===== src/rtl/exc_flush_ctrl_pkg.sv =====
// Shared types and constants for the exception flush sequencer.
package exc_flush_ctrl_pkg;

    typedef enum logic [1:0] {
        EXC_ST_IDLE   = 2'd0,
        EXC_ST_DRAIN  = 2'd1,
        EXC_ST_FLUSH  = 2'd2,
        EXC_ST_REFILL = 2'd3
    } exc_state_e;

    localparam logic [31:0] EXCEPT_TYPE_NONE = 32'h0000_0000;
    localparam logic [31:0] EXCEPT_TYPE_ERET = 32'h0000_000E;

    // Counter width able to hold max(a, b) - 1; never narrower than one bit.
    function automatic int unsigned exc_cnt_width(input int unsigned a, input int unsigned b);
        int unsigned m;
        m = (a > b) ? a : b;
        return (m < 2) ? 1 : $clog2(m);
    endfunction

endpackage


===== src/rtl/exc_flush_ctrl_cycle_counter.sv =====
// Loadable down-counter that saturates at zero; shared by DRAIN and REFILL.
module exc_cycle_counter #(
    parameter int unsigned WIDTH = 4
) (
    input  logic             clk,
    input  logic             rst,
    input  logic             i_load,
    input  logic [WIDTH-1:0] i_load_val,
    input  logic             i_dec,
    output logic             o_zero
);

    logic [WIDTH-1:0] r_count;

    // Load has priority over decrement; decrement stops at zero.
    always_ff @(posedge clk or posedge rst) begin
        if (rst) begin
            r_count <= '0;
        end else if (i_load) begin
            r_count <= i_load_val;
        end else if (i_dec && (r_count != '0)) begin
            r_count <= r_count - WIDTH'(1);
        end
    end

    assign o_zero = (r_count == '0);

endmodule


===== src/rtl/exc_flush_ctrl.sv =====
// Exception recovery sequencer: drain data bus, one-cycle flush with PC
// redirect and CP0 commit, then hold fetch until the instruction bus idles.
module exc_flush_ctrl
    import exc_flush_ctrl_pkg::*;
#(
    parameter int unsigned DRAIN_TIMEOUT = 16,
    parameter int unsigned REFILL_MIN    = 2
) (
    input  logic        clk,
    input  logic        rst,
    input  logic [31:0] except_typeM,
    input  logic [31:0] newPcM,
    input  logic        dbus_busy,
    input  logic        ibus_busy,
    output logic        stall_all,
    output logic        flushF,
    output logic        flushD,
    output logic        flushE,
    output logic        flushM,
    output logic        flushW,
    output logic        pc_redirect_valid,
    output logic [31:0] pc_redirect,
    output logic        cp0_commit,
    output logic        eret_commit,
    output logic [4:0]  exc_code,
    output logic        drain_timeout,
    output logic        busy
);

    localparam int unsigned    CW          = exc_cnt_width(DRAIN_TIMEOUT, REFILL_MIN);
    localparam logic [CW-1:0]  DRAIN_LOAD  = CW'(DRAIN_TIMEOUT - 1);
    localparam logic [CW-1:0]  REFILL_LOAD = CW'(REFILL_MIN - 1);

    exc_state_e    r_state;
    exc_state_e    w_next;
    logic [31:0]   r_type_q;
    logic [31:0]   r_pc_q;
    logic          r_drain_timeout;
    logic          w_exc_req;
    logic          w_cnt_load;
    logic [CW-1:0] w_cnt_val;
    logic          w_cnt_dec;
    logic          w_cnt_zero;
    logic          w_timeout_hit;

    // Gated by rst so stall_all reads 0 while reset is held.
    assign w_exc_req = !rst && (except_typeM != EXCEPT_TYPE_NONE);

    exc_cycle_counter #(
        .WIDTH(CW)
    ) u_cnt (
        .clk       (clk),
        .rst       (rst),
        .i_load    (w_cnt_load),
        .i_load_val(w_cnt_val),
        .i_dec     (w_cnt_dec),
        .o_zero    (w_cnt_zero)
    );

    // State register.
    always_ff @(posedge clk or posedge rst) begin
        if (rst) begin
            r_state <= EXC_ST_IDLE;
        end else begin
            r_state <= w_next;
        end
    end

    // Exception capture and sticky timeout flag.
    always_ff @(posedge clk or posedge rst) begin
        if (rst) begin
            r_type_q        <= '0;
            r_pc_q          <= '0;
            r_drain_timeout <= 1'b0;
        end else begin
            if ((r_state == EXC_ST_IDLE) && w_exc_req) begin
                r_type_q <= except_typeM;
                r_pc_q   <= newPcM;
            end
            if (w_timeout_hit) begin
                r_drain_timeout <= 1'b1;
            end
        end
    end

    // Next state and counter control.
    always_comb begin
        w_next        = r_state;
        w_cnt_load    = 1'b0;
        w_cnt_val     = DRAIN_LOAD;
        w_cnt_dec     = 1'b0;
        w_timeout_hit = 1'b0;
        case (r_state)
            EXC_ST_IDLE: begin
                if (w_exc_req) begin
                    w_cnt_load = 1'b1;
                    w_cnt_val  = DRAIN_LOAD;
                    w_next     = dbus_busy ? EXC_ST_DRAIN : EXC_ST_FLUSH;
                end
            end
            EXC_ST_DRAIN: begin
                if (!dbus_busy) begin
                    w_next = EXC_ST_FLUSH;
                end else if (w_cnt_zero) begin
                    w_timeout_hit = 1'b1;
                    w_next        = EXC_ST_FLUSH;
                end else begin
                    w_cnt_dec = 1'b1;
                end
            end
            EXC_ST_FLUSH: begin
                w_cnt_load = 1'b1;
                w_cnt_val  = REFILL_LOAD;
                w_next     = EXC_ST_REFILL;
            end
            EXC_ST_REFILL: begin
                if (!ibus_busy && w_cnt_zero) begin
                    w_next = EXC_ST_IDLE;
                end else begin
                    w_cnt_dec = 1'b1;
                end
            end
            default: w_next = EXC_ST_IDLE;
        endcase
    end

    // Per-state outputs.
    always_comb begin
        stall_all         = 1'b0;
        flushF            = 1'b0;
        flushD            = 1'b0;
        flushE            = 1'b0;
        flushM            = 1'b0;
        flushW            = 1'b0;
        pc_redirect_valid = 1'b0;
        cp0_commit        = 1'b0;
        eret_commit       = 1'b0;
        busy              = 1'b0;
        case (r_state)
            EXC_ST_IDLE: begin
                stall_all = w_exc_req;
            end
            EXC_ST_DRAIN: begin
                stall_all = 1'b1;
                busy      = 1'b1;
            end
            EXC_ST_FLUSH: begin
                stall_all         = 1'b1;
                busy              = 1'b1;
                flushF            = 1'b1;
                flushD            = 1'b1;
                flushE            = 1'b1;
                flushM            = 1'b1;
                flushW            = 1'b1;
                pc_redirect_valid = 1'b1;
                cp0_commit        = (r_type_q != EXCEPT_TYPE_ERET);
                eret_commit       = (r_type_q == EXCEPT_TYPE_ERET);
            end
            EXC_ST_REFILL: begin
                stall_all = 1'b1;
                busy      = 1'b1;
                flushF    = 1'b1;
            end
            default: ;
        endcase
    end

    assign pc_redirect   = r_pc_q;
    assign exc_code      = r_type_q[4:0];
    assign drain_timeout = r_drain_timeout;

endmodule


===== config.mk =====
export PLATFORM = sky130hd
export DESIGN_NAME = exc_flush_ctrl
export DESIGN_NICKNAME = d
export VERILOG_FILES = /design/src/rtl/exc_flush_ctrl_pkg.sv /design/src/rtl/exc_flush_ctrl_cycle_counter.sv /design/src/rtl/exc_flush_ctrl.sv
export SDC_FILE = /design/constraint.sdc
export NUM_CORES = 1
export LEC_CHECK = 0
export BUFFER_PORTS_ARGS = -buffer_cell sky130_fd_sc_hd__buf_2
export CAP_MARGIN = 20
export CORE_ASPECT_RATIO = 0.75
export CORE_UTILIZATION = 53
export DETAILED_ROUTE_END_ITERATION = 12
export PLACE_DENSITY = 0.85
export SETUP_SLACK_MARGIN = 0.15
export SLEW_MARGIN = 20
export SYNTH_ARGS = -nofsm -noshare
export SYNTH_HDL_FRONTEND = slang
export SYNTH_SLANG_ARGS = --single-unit

===== constraint.sdc =====
create_clock -name clk -period 7.4 [get_ports clk]
set_clock_uncertainty 0.05 [all_clocks]
set_input_delay 1.48 -clock clk [delete_from_list [all_inputs] [get_ports clk]]
set_output_delay 1.48 -clock clk [all_outputs]
set_load 0.02 [all_outputs]

== Word-level counts from Yosys, hierarchy flattened ==
Index checks and enable logic that the tools add are counted.
Storage, ports and cells
  flip-flop bits (word level): 71
  latch bits: 0
  RAM bits: 0
  bits in read-only memories: 0
  input bits: 68
  output and inout port bits: 48
  word-level logic and storage cells: 52
  memories kept: 0
Operators by class
  add/sub/neg operators: 1
  $mul: 0
  divide/modulo/power cells: 0
  order comparisons: 0
  equality and inequality tests: 8
  shift-type cells: 0
  mux-type cells: 24
  bitwise logic cells: 0
  reduce and logical (&&, ||, !) cells: 14
Operators with widths (count)
  32-bit by 4-bit equality test with 1-bit output (second input constant): 1
  32-bit by 4-bit != test with 1-bit output (second input constant): 1
  32-bit nonzero test: 1
  1-bit 2-to-1 mux: 12
  4-bit 2-to-1 mux: 3
  2-bit 2-to-1 mux: 5
  2-bit case mux with 4 select lines: 1
  1-bit case mux with 2 select lines: 3
  2-bit equality test (second input constant): 2
  1-bit logical AND: 4
  4-bit zero test: 1
  2-bit != test (second input constant): 2
  4-bit nonzero test: 1
  4-bit by 1-bit subtractor with 4-bit output (second input constant): 1
  3-bit != test (second input constant): 1
  3-bit AND reduction: 1
  3-bit OR reduction: 1
  2-bit by 1-bit equality test with 1-bit output (second input constant): 1
  1-bit zero test: 2
  2-bit zero test: 1
  2-bit nonzero test: 1
  2-bit OR reduction: 1

== Depth between registers and ports, before layout ==
  depth in word-level cells: 7
  depth in mapped cells: 8
  gate-level depth less buffers: 7

== Hierarchy ==
A second synthesis with hierarchy kept.
Unflattened totals
  cells, all modules: 225
  area, all modules: 3108.0 um^2
By module, submodules not included
  exc_flush_ctrl: times used 1, cells each 197, area an instance 2846.5 um^2
  exc_cycle_counter: times used 1, cells each 28, area an instance 261.5 um^2

== Worst setup path after synthesis ==
Ideal clock, no wire load.
  path kind: input port to output port
  start: in rst
  end: out stall_all
  arrival time: 3506 ps
  slack: 2364 ps
  cell stages on the path: 3
  buffers on the path: 0
  path through: inv_1 -> o21ai_1 -> nand2_1
On the way
  word-level cells in the longest chain between the ends: 3
RTL lines
  start: declaration: RTL line exc_flush_ctrl.sv:10  | input logic rst,
  1-bit zero test (no line)
  1-bit logical AND: RTL line exc_flush_ctrl.sv:47  | assign w_exc_req = !rst && (except_typeM != EXCEPT_TYPE_NONE);
  1-bit case mux with 2 select lines: RTL line exc_flush_ctrl.sv:139  | case (r_state)
  end: declaration: RTL line exc_flush_ctrl.sv:15  | output logic stall_all,
Every way passes these cells.

== Worst setup path after layout ==
Ends and elaborated chain as after synthesis.

==> reports/qor.csv <==
metric,value,unit
status,"finished, final reports clean",
syn_nets,291,
grt_overflow,0,
finalMaxSlewViolations,0,
wl,6310,µm
wl_met2,2930,µm
via_per_inst,5.17,
maxCapViolations,0,
start_kind,input pin,
stdcell_area,3860,µm²
cts-htree-levels,3,
layout_min_cycle_time,4380,ps
worstSetupPathType,in2out,
clk_latency,340,ps
top_layer_used,met4,
track_usage,22.1,%
syn_inst,217,
area_growth,23.9,%
path_clk_slew,70,ps
clock-sinks,71,
rsz0062_at_grt,no,
finalSetupViolCount,0,
grt_pass1_wl,10100,µm
worstHoldPathType,reg2reg,
slew_headroom,42.3,%
wire_per_inst,15.5,µm
place_congestion,0.737,
hold_start,r_type_q[24],
first_iter_violations,35,
grt_max_degree,73,
synth_top_area_share,57.0,%
async_flop_share,100,%
reg2reg_slack,4810,ps
regToRegEndpoint,r_type_q[17],
synth_area,3120,µm²
ctsHoldBuffers,0,
synth-main-ff-cell,dfrtp_1,
synth_edf_count,0,
power,0.00178,W
required,5870,ps
synth.most_common_cell,dfrtp_1,
die_h,68.4,µm
fmax,228,MHz
synth_area_leaders,"dfrtp_1 (57%), mux2_2 (17%), mux2_4 (4.8%), buf_4 (3.1%), nor4_1 (3.0%)",
drive_above_1_share,58.0,%
arrival,2850,ps
cts-root-buf,clkbuf_8,
cts_buffer_depth,2,
nets,402,
die_area,6200,µm²
peakVddDrop,0.000224,V
r2r_cells,6,
p_per_area,461,nW/µm²
antenna_found_initial,0,
ys_seq_area_share,57.0,%
die_x,90.6,µm
avgSynthCellArea,14.4,µm²
first_global_vias,2155,
synth.distinct_cells,30,
met3WireLength,449,µm
utilization,70.3,%
cts_tree,done,
cts_inserted_buffers,9,
io_buffers,115,
vias,2110,
synth_seq_cells,71,
rr_startpoint,r_state[0],
worstMarginPinSlew,865,ps
cts-resized-gates,0,
core,5500,µm²
firstDrtPassIters,4,
pin_count,116,
yosysTopAreaCell,dfrtp_1,
endpoint_kind,output pin,
ant_nets,0,
post-route-period-util,59.2,%
num_rows,23,
diodes,0,
hold_violations,0,
dpl_cell_area,3640,µm²
power_leakage,1.91,nW
route.detailed.drc,0,
dp_hpwl,4620,µm
fin_setup_tns,0,ps
endpoint,stall_all,
post_cts_buffers,0,
wl_met1,2850,µm
start_util,56.7,%
synth_common_cells,"dfrtp_1 (71), mux2_2 (48), nor4_1 (15)",
yosys_warnings,0,
crit_fanout,72,
crit_start,rst,
hold_ws,446,ps
worst max-delay path, cell delays in order:
cell and delay [ps]:
buf_2 100, inv_2 30, buf_4 640, o21ai_1 260
nand2_1 150, buf_2 170
area by class of cell:
type | count | area (µm²)
sequential | 71 | 1780
fill | 412 | 1630
clock inverter | 3 | 65.1
timing repair buffer | 117 | 591
tap | 75 | 93.8
inverter | 6 | 22.5
multi-input combinational | 123 | 1160
clock buffer | 13 | 159
sequential cells by signal, summed over array words and instances, names as in the netlist:
register / cells
u_cnt.r_count: 4
r_type_q: 32
r_state: 2
pc_redirect: 32
drain_timeout: 1
cell families after synthesis:
kind of cell,after synthesis,synth area share (%)
DFF,71,57.0
xor gates and xnor gates,3,0.843
muxes,67,25.3
adders and majority gates,6,2.41
buffers and inverters,23,5.98
and+or+nand+nor,38,6.86
AOI/OAI and AO/OA,9,1.68
cell usage in the layout (no fill, tap or decap):
master,instances
nor4_1,15
nor3_1,1
and4b_1,1
and2_1,1
ha_1,6
nand2_1,7
o21ai_0,2
mux2i_1,3
clkbuf_1,2
o21ai_1,1
nand2b_1,1
clkbuf_8,11
clkinv_2,1
a221oi_1,1
mux2_1,6
nor3b_1,1
a31o_2,1
nor2_1,4
nand4_1,4
buf_4,2
xnor2_1,1
a21oi_1,4
buf_2,115
mux2_2,48
mux2_4,10
xor2_1,2
or2_2,2
inv_1,5
bufinv_16,2
nor2b_1,1
dfrtp_1,71
inv_2,1
stage by stage:
step | setup slack [ps] | std cells
finish | 3020 | 408
global route | 2800 | 408
CTS | 2940 | 408
floorplan | 2360 | 217
global placement | 3020 | 392
detailed placement | 2950 | 392
worst min-delay path by stage:
| stage | endpoint | cells past startpoint | slack [ps] |
|---|---|---|---|
| 3_5_place_dp | drain_timeout | 1 | 430 |
| 4_1_cts | drain_timeout | 1 | 450 |
| 6_report | r_type_q[24] | 1 | 450 |
| 2_1_floorplan | r_type_q[24] | 1 | 410 |
| 3_3_place_gp | drain_timeout | 1 | 420 |
| 5_1_grt | drain_timeout | 1 | 470 |
power breakdown:
group / internal (W) / switching, W
clock network: 0.000208 / 0.000138
logic: 0.000346 / 0.000394
registers: 0.000587 / 0.000109
total: 0.00114 / 0.000641
routing by layer:
metal | GRT usage, % | vias up
li1 | - | 984
met1 | 28.0 | 1033
met2 | 34.8 | 82
met3 | 7.56 | 11
met4 | 10.1 | 0
met5 | 0 | -
(Power assumes the default switching activity.)
